===== src/rtl/gray_to_binary_sync_if.sv =====
// ---------------------------------------------------------------------------
// gray_to_binary_sync_if : Gray input / decoded-output bundle for the sync
// Rev 1.0
// ---------------------------------------------------------------------------
`default_nettype none

interface gray_to_binary_sync_if #(
  parameter int WIDTH = 4
);
  logic [WIDTH-1:0] in_gray;
  logic             err_clr;
  logic [WIDTH-1:0] out_binary;
  logic             out_valid;
  logic             out_changed;
  logic [WIDTH-1:0] out_delta;
  logic             err_pulse;
  logic             err_sticky;

  modport master (
    output in_gray, err_clr,
    input  out_binary, out_valid, out_changed, out_delta, err_pulse, err_sticky
  );

  modport slave (
    input  in_gray, err_clr,
    output out_binary, out_valid, out_changed, out_delta, err_pulse, err_sticky
  );
endinterface

`default_nettype wire


===== src/rtl/gray_to_binary_sync.sv =====
// ---------------------------------------------------------------------------
// gray_to_binary_sync : synchronizes a Gray value, decodes it, flags steps/errors
// Rev 1.0
// ---------------------------------------------------------------------------
`default_nettype none

module gray_to_binary_sync #(
  parameter int WIDTH       = 4,
  parameter int SYNC_STAGES = 2
) (
  input  wire logic             clk,
  input  wire logic             rst_n,
  gray_to_binary_sync_if.slave  bus
);

  localparam int CNT_W = $clog2(SYNC_STAGES + 1);
  localparam logic [CNT_W-1:0] C_FILL_LAST = CNT_W'(SYNC_STAGES);

  typedef enum logic [0:0] {
    ST_FILL = 1'b0,
    ST_RUN  = 1'b1
  } state_t;

  state_t           r_state;
  state_t           w_state_next;
  logic [CNT_W-1:0] r_fill_cnt;
  logic [CNT_W-1:0] w_fill_cnt_next;
  logic             w_run;

  logic [WIDTH-1:0] r_sync [SYNC_STAGES];
  logic [WIDTH-1:0] r_prev;
  logic [WIDTH-1:0] r_binary;
  logic [WIDTH-1:0] r_delta;
  logic             r_changed;
  logic             r_err_pulse;
  logic             r_err_sticky;

  logic [WIDTH-1:0] w_gray;
  logic [WIDTH-1:0] w_bin_new;
  logic [WIDTH-1:0] w_diff;
  logic             w_one_bit;
  logic             w_multi_bit;

  // Pure capture chain; no logic between stages.
  always_ff @(posedge clk or negedge rst_n) begin
    if (!rst_n) begin
      for (int i = 0; i < SYNC_STAGES; i++) begin
        r_sync[i] <= '0;
      end
    end else begin
      r_sync[0] <= bus.in_gray;
      for (int i = 1; i < SYNC_STAGES; i++) begin
        r_sync[i] <= r_sync[i-1];
      end
    end
  end

  assign w_gray = r_sync[SYNC_STAGES-1];

  always_comb begin
    w_bin_new[WIDTH-1] = w_gray[WIDTH-1];
    for (int i = WIDTH - 2; i >= 0; i--) begin
      w_bin_new[i] = w_bin_new[i+1] ^ w_gray[i];
    end
  end

  assign w_diff      = w_gray ^ r_prev;
  assign w_multi_bit = (w_diff & (w_diff - WIDTH'(1))) != '0;
  assign w_one_bit   = (w_diff != '0) && !w_multi_bit;

  always_ff @(posedge clk or negedge rst_n) begin
    if (!rst_n) begin
      r_state    <= ST_FILL;
      r_fill_cnt <= '0;
    end else begin
      r_state    <= w_state_next;
      r_fill_cnt <= w_fill_cnt_next;
    end
  end

  always_comb begin
    w_state_next    = r_state;
    w_fill_cnt_next = r_fill_cnt;
    w_run           = 1'b0;
    case (r_state)
      ST_FILL: begin
        w_fill_cnt_next = r_fill_cnt + CNT_W'(1);
        if (r_fill_cnt == C_FILL_LAST) begin
          w_state_next = ST_RUN;
        end
      end
      ST_RUN: begin
        w_run = 1'b1;
      end
      default: begin
        w_state_next = ST_FILL;
      end
    endcase
  end

  // r_binary always equals the decode of r_prev, so it serves as the previous binary.
  always_ff @(posedge clk or negedge rst_n) begin
    if (!rst_n) begin
      r_prev       <= '0;
      r_binary     <= '0;
      r_delta      <= '0;
      r_changed    <= 1'b0;
      r_err_pulse  <= 1'b0;
      r_err_sticky <= 1'b0;
    end else begin
      r_prev      <= w_gray;
      r_binary    <= w_bin_new;
      r_delta     <= w_run ? (w_bin_new - r_binary) : '0;
      r_changed   <= w_run & w_one_bit;
      r_err_pulse <= w_run & w_multi_bit;
      // A clear never wins against an error being raised or currently shown.
      if ((w_run & w_multi_bit) || r_err_pulse) begin
        r_err_sticky <= 1'b1;
      end else if (bus.err_clr) begin
        r_err_sticky <= 1'b0;
      end
    end
  end

  assign bus.out_binary  = r_binary;
  assign bus.out_valid   = (r_state == ST_RUN);
  assign bus.out_changed = r_changed;
  assign bus.out_delta   = r_delta;
  assign bus.err_pulse   = r_err_pulse;
  assign bus.err_sticky  = r_err_sticky;

endmodule

`default_nettype wire


===== src/flat_wrapper.sv =====
// flat-port wrapper written by rule: the top's interface ports become plain ports
module gray_to_binary_sync_flat 
#(
  parameter int WIDTH       = 4,
  parameter int SYNC_STAGES = 2
)
  (clk, rst_n, bus_in_gray, bus_err_clr, bus_out_binary, bus_out_valid, bus_out_changed, bus_out_delta, bus_err_pulse, bus_err_sticky);
  gray_to_binary_sync_if #(.WIDTH(WIDTH)) bus_i ();
  input  wire logic clk;
  input  wire logic rst_n;
  input wire logic [$bits(bus_i.in_gray)-1:0] bus_in_gray;
  input wire logic [$bits(bus_i.err_clr)-1:0] bus_err_clr;
  output wire logic [$bits(bus_i.out_binary)-1:0] bus_out_binary;
  output wire logic [$bits(bus_i.out_valid)-1:0] bus_out_valid;
  output wire logic [$bits(bus_i.out_changed)-1:0] bus_out_changed;
  output wire logic [$bits(bus_i.out_delta)-1:0] bus_out_delta;
  output wire logic [$bits(bus_i.err_pulse)-1:0] bus_err_pulse;
  output wire logic [$bits(bus_i.err_sticky)-1:0] bus_err_sticky;
  assign bus_i.in_gray = bus_in_gray;
  assign bus_i.err_clr = bus_err_clr;
  assign bus_out_binary = bus_i.out_binary;
  assign bus_out_valid = bus_i.out_valid;
  assign bus_out_changed = bus_i.out_changed;
  assign bus_out_delta = bus_i.out_delta;
  assign bus_err_pulse = bus_i.err_pulse;
  assign bus_err_sticky = bus_i.err_sticky;
  gray_to_binary_sync #(.WIDTH(WIDTH), .SYNC_STAGES(SYNC_STAGES)) u_core (.clk(clk), .rst_n(rst_n), .bus(bus_i));
endmodule

===== config.mk =====
export PLATFORM = sky130hd
export DESIGN_NAME = gray_to_binary_sync_flat
export DESIGN_NICKNAME = d
export VERILOG_FILES = /design/src/rtl/gray_to_binary_sync_if.sv /design/src/rtl/gray_to_binary_sync.sv /design/src/flat_wrapper.sv
export SDC_FILE = /design/constraint.sdc
export NUM_CORES = 1
export LEC_CHECK = 0
export ABC_CLOCK_PERIOD_IN_PS = 3000
export CAP_MARGIN = 20
export CELL_PAD_IN_SITES_DETAIL_PLACEMENT = 2
export CELL_PAD_IN_SITES_GLOBAL_PLACEMENT = 2
export CORE_MARGIN = 1.5
export CORE_UTILIZATION = 33
export CTS_CLUSTER_SIZE = 24
export DETAILED_ROUTE_END_ITERATION = 10
export PLACE_DENSITY_LB_ADDON = 0.1
export SYNTH_ARGS = -nofsm -noshare
export SYNTH_HDL_FRONTEND = slang
export SYNTH_SLANG_ARGS = --single-unit

===== constraint.sdc =====
create_clock -name clk -period 3 [get_ports clk]
set_clock_uncertainty 0.2 [all_clocks]
set_input_delay 0.3 -clock clk [delete_from_list [all_inputs] [get_ports clk]]
set_output_delay 0.3 -clock clk [all_outputs]
set_load 0.01 [all_outputs]

==> metrics.log <==
INFO  metric power.ir.vdd_worst = 0.3569 mV
INFO  metric layoutNonFillerInstCount = 123
INFO  metric slew_worst_pin = 382.3 ps
INFO  metric cts.clk_slew.worst_paths = 140 ps
INFO  metric io_buffers = 18
INFO  metric routed_wirelength = 1665 um
INFO  metric synth_seq_area_share = 0.6443
INFO  metric antenna_left = 0
INFO  metric setup_repair_after_global_routing_missed_its_margin = false
INFO  metric total_of_endpoints_with_negative_setup_slack_in_the_final_report = 0
INFO  metric area_delta_synth_final = 25.39%
INFO  metric grt_pass1_vias = 694
INFO  metric finalCoreUtilization = 0.4377
INFO  metric setup.worst_path.start = u_core.w_gray[2]
INFO  metric rrSetupSlack = 680 ps
INFO  metric maxCapViolations = 0
INFO  metric global_route_wire_length_before_repair = 3008 um
INFO  metric clockBufferDepth = 2
INFO  metric synth_nets = 82
INFO  metric initial_utilization = 0.3491
INFO  metric die_height = 57.24 um
INFO  metric tritoncts.num_buffers = 3
INFO  metric fp.dieArea = 0.003276 mm2
INFO  metric grtUsageTotal = 0.1237
INFO  metric finalNetCount = 105
INFO  metric placementRows = 19
INFO  metric arrival_time_of_data_at_the_critical_path_endpoint = 2340 ps
INFO  metric worstPathRequired = 3010 ps
INFO  metric place.detailed.hpwl = 1255 um
INFO  metric fin_crit = 2322 ps
INFO  metric p_per_area = 603.9 mW/mm2
INFO  metric ys_ff_latch = 25
INFO  metric number_of_gates_resized_after_cts = 0
INFO  metric floorplan.core_area = 0.002781 mm2
INFO  metric drt_iter0_markers = 8
INFO  metric reg2reg_from = u_core.w_gray[2]
INFO  metric final.setup.tns = 0 ps
INFO  metric hold_violations = 0
INFO  metric clock.fmax = 430.7 MHz
INFO  metric maximum_number_of_pins_on_one_net_before_global_route_repair = 26
INFO  metric slew_headroom = 0.7439
INFO  metric number_of_antenna_violations_at_the_first_check_in_global_routing = 0
INFO  metric tritoncts = done
INFO  metric post-route-period-util = 0.7739
INFO  metric cts_htree_levels = 1
INFO  metric firstDrtPassIters = 2
INFO  metric netlist.area_leader.share = 0.6443
INFO  metric die_w = 57.24 um
INFO  metric total_leakage_power = 0.5540 nW
INFO  metric synthTopCellsByArea = sky130_fd_sc_hd__dfrtp_1 (64%), sky130_fd_sc_hd__ha_1 (5.2%), sky130_fd_sc_hd__xnor2_2 (5.0%)
INFO  metric drive_gt1_frac = 0.1087
INFO  metric hold_buffers = 0
INFO  metric final_area = 0.001217 mm2
INFO  metric antenna_cells = 0
INFO  metric post_drt_via_cell_ratio = 4.837
INFO  metric route.detailed.drc = 0
INFO  metric wl_per_cell = 13.54 um
INFO  metric critical_path.startpoint_type = flop
INFO  metric root_buffer = sky130_fd_sc_hd__clkbuf_4
INFO  metric netlist.top_cell.by_area = sky130_fd_sc_hd__dfrtp_1
INFO  metric place.gp.congestion = 0.6734
INFO  metric slew_viol_final = 0
INFO  metric run_status = finished, final reports clean
INFO  metric synth.cell_area = 970.9 um2
INFO  metric clock_insertion_delay_worst_skew = 320 ps
INFO  metric number_of_clock_sinks = 25
INFO  metric nFillCells = 296
INFO  metric placedCellCount = 119
INFO  metric cp-end-kind = flop
INFO  metric dpl-instance-area = 0.001190 mm2
INFO  metric io_pins = 19
INFO  metric timing.setup.critical_path_class = reg -> reg
INFO  metric synth-warning-count = 0
INFO  metric reg2reg_depth = 8
INFO  metric synthesis.area_per_instance = 13.87 um2
INFO  metric worstHoldPathType = in -> async
INFO  metric synthesis.instances = 70
INFO  metric cts_setup_buffers = 0
INFO  metric num_vias = 595
INFO  metric design_power_total = 735.2 uW
INFO  metric distinct_cell_type_count_of_the_synthesized_netlist = 22
INFO  metric reg2reg_capture_point = u_core.bus.out_delta[3]
INFO  metric crit_path_max_fanout = 4
INFO  metric grt.overflow.total = 0
## metal layers
layer / routed length, um / vias up / GRT usage / part of all wire
li1: - / 270 / - / -
met5: 0 / - / 0 / 0
met2: 898 / 15 / 0.2151 / 0.54
met4: 27 / 0 / 0.06977 / 0.016
met3: 72 / 4 / 0.02721 / 0.043
met1: 666 / 306 / 0.1397 / 0.40
## state kept, by name (all words and copies together), names as in the netlist
name	count
u_core.bus.out_valid	1
u_core.bus.err_pulse	1
u_core.r_fill_cnt	2
u_core.bus.out_delta	4
u_core.r_sync	4
u_core.w_gray	4
u_core.bus.out_binary	4
u_core.bus.err_sticky	1
u_core.bus.out_changed	1
u_core.r_prev	3
## cells in the mapped netlist
master                     count
sky130_fd_sc_hd__inv_1         8
sky130_fd_sc_hd__a31oi_1       1
sky130_fd_sc_hd__nor2_1        4
sky130_fd_sc_hd__dfrtp_1      25
sky130_fd_sc_hd__xnor2_2       3
sky130_fd_sc_hd__nor3b_1       1
sky130_fd_sc_hd__ha_1          4
sky130_fd_sc_hd__and3_4        1
sky130_fd_sc_hd__xnor2_1       3
sky130_fd_sc_hd__nand3_1       2
sky130_fd_sc_hd__fa_1          1
sky130_fd_sc_hd__buf_4         1
sky130_fd_sc_hd__o211ai_1      2
sky130_fd_sc_hd__a211o_1       1
sky130_fd_sc_hd__nor3_1        1
sky130_fd_sc_hd__xor2_1        5
sky130_fd_sc_hd__nand2_1       1
sky130_fd_sc_hd__o21ai_0       2
sky130_fd_sc_hd__or2_2         1
sky130_fd_sc_hd__nor2b_1       1
sky130_fd_sc_hd__nand4_1       1
sky130_fd_sc_hd__a21boi_0      1
## worst max-delay path by stage
stage,to,slack (ps),cells after the start
after CTS,u_core.bus.out_delta[3],660,8
after detailed placement,u_core.bus.out_delta[3],680,8
after global placement,u_core.bus.out_delta[2],710,7
after floorplan,u_core.bus.out_delta[2],870,7
final,u_core.bus.out_delta[3],680,8
after global routing,u_core.bus.out_delta[3],420,8
## worst max-delay path: stages, from the launching register on
cell and delay (ps):
sky130_fd_sc_hd__dfrtp_1 460, sky130_fd_sc_hd__xor2_1 220, sky130_fd_sc_hd__xnor2_1 330, sky130_fd_sc_hd__inv_1 120
sky130_fd_sc_hd__ha_1 280, sky130_fd_sc_hd__nor2b_1 120, sky130_fd_sc_hd__o21ai_0 200, sky130_fd_sc_hd__nor3b_1 220
sky130_fd_sc_hd__nor3_1 60
## cell type report
class / count / area [um2] / share of cell area
Inverter: 8 / 30.03 / 0.02467
Multi-Input combinational cell: 36 / 307.8 / 0.2528
Clock buffer: 3 / 22.52 / 0.01850
Tap cell: 31 / 38.79 / 0.03186
Timing Repair Buffer: 19 / 187.7 / 0.1542
Clock inverter: 1 / 5.005 / 0.004111
Sequential cell: 25 / 625.6 / 0.5139
## placed cells by master, fill, tap and decap left out, types with 2 or more instances in the layout
cell type                         instances
sky130_fd_sc_hd__xor2_1                   5
sky130_fd_sc_hd__xnor2_2                  3
sky130_fd_sc_hd__o21ai_0                  2
sky130_fd_sc_hd__inv_1                    8
sky130_fd_sc_hd__o211ai_1                 2
sky130_fd_sc_hd__xnor2_1                  3
sky130_fd_sc_hd__nand3_1                  2
sky130_fd_sc_hd__ha_1                     4
sky130_fd_sc_hd__nor2_1                   4
sky130_fd_sc_hd__clkdlybuf4s50_1         18
sky130_fd_sc_hd__clkbuf_4                 3
sky130_fd_sc_hd__dfrtp_1                 25
## power breakdown
part           total [mW]  internal (mW)  switching (mW)
logic               0.188          0.106          0.0821
registers           0.397          0.378          0.0191
clock network       0.150         0.0500          0.0998
total               0.735          0.534           0.201
## cells by family (layout without fill, tap and decap cells)
| logic type | Yosys count | after routing | synth area share |
|---|---|---|---|
| AO/OA/AOI/OAI | 7 | 7 | 0.04897 |
| XOR/XNOR | 11 | 11 | 0.1224 |
| buffers and inverters | 9 | 31 | 0.03866 |
| flip-flops | 25 | 25 | 0.6443 |
| AND/OR/NAND/NOR | 13 | 13 | 0.07346 |
| adder cells (fa/ha/maj) | 5 | 5 | 0.07217 |
## through the flow
stage / worst slack (ps) / hold WS [ps]
global route: 416.9 / 135.8
detailed placement: 678.0 / 135.6
floorplan: 865.5 / -195.6
finish: 678.3 / 126.2
CTS: 655.5 / 123.4
global placement: 706.1 / 133.5
No activity file was read; power rests on OpenSTA's default activity.
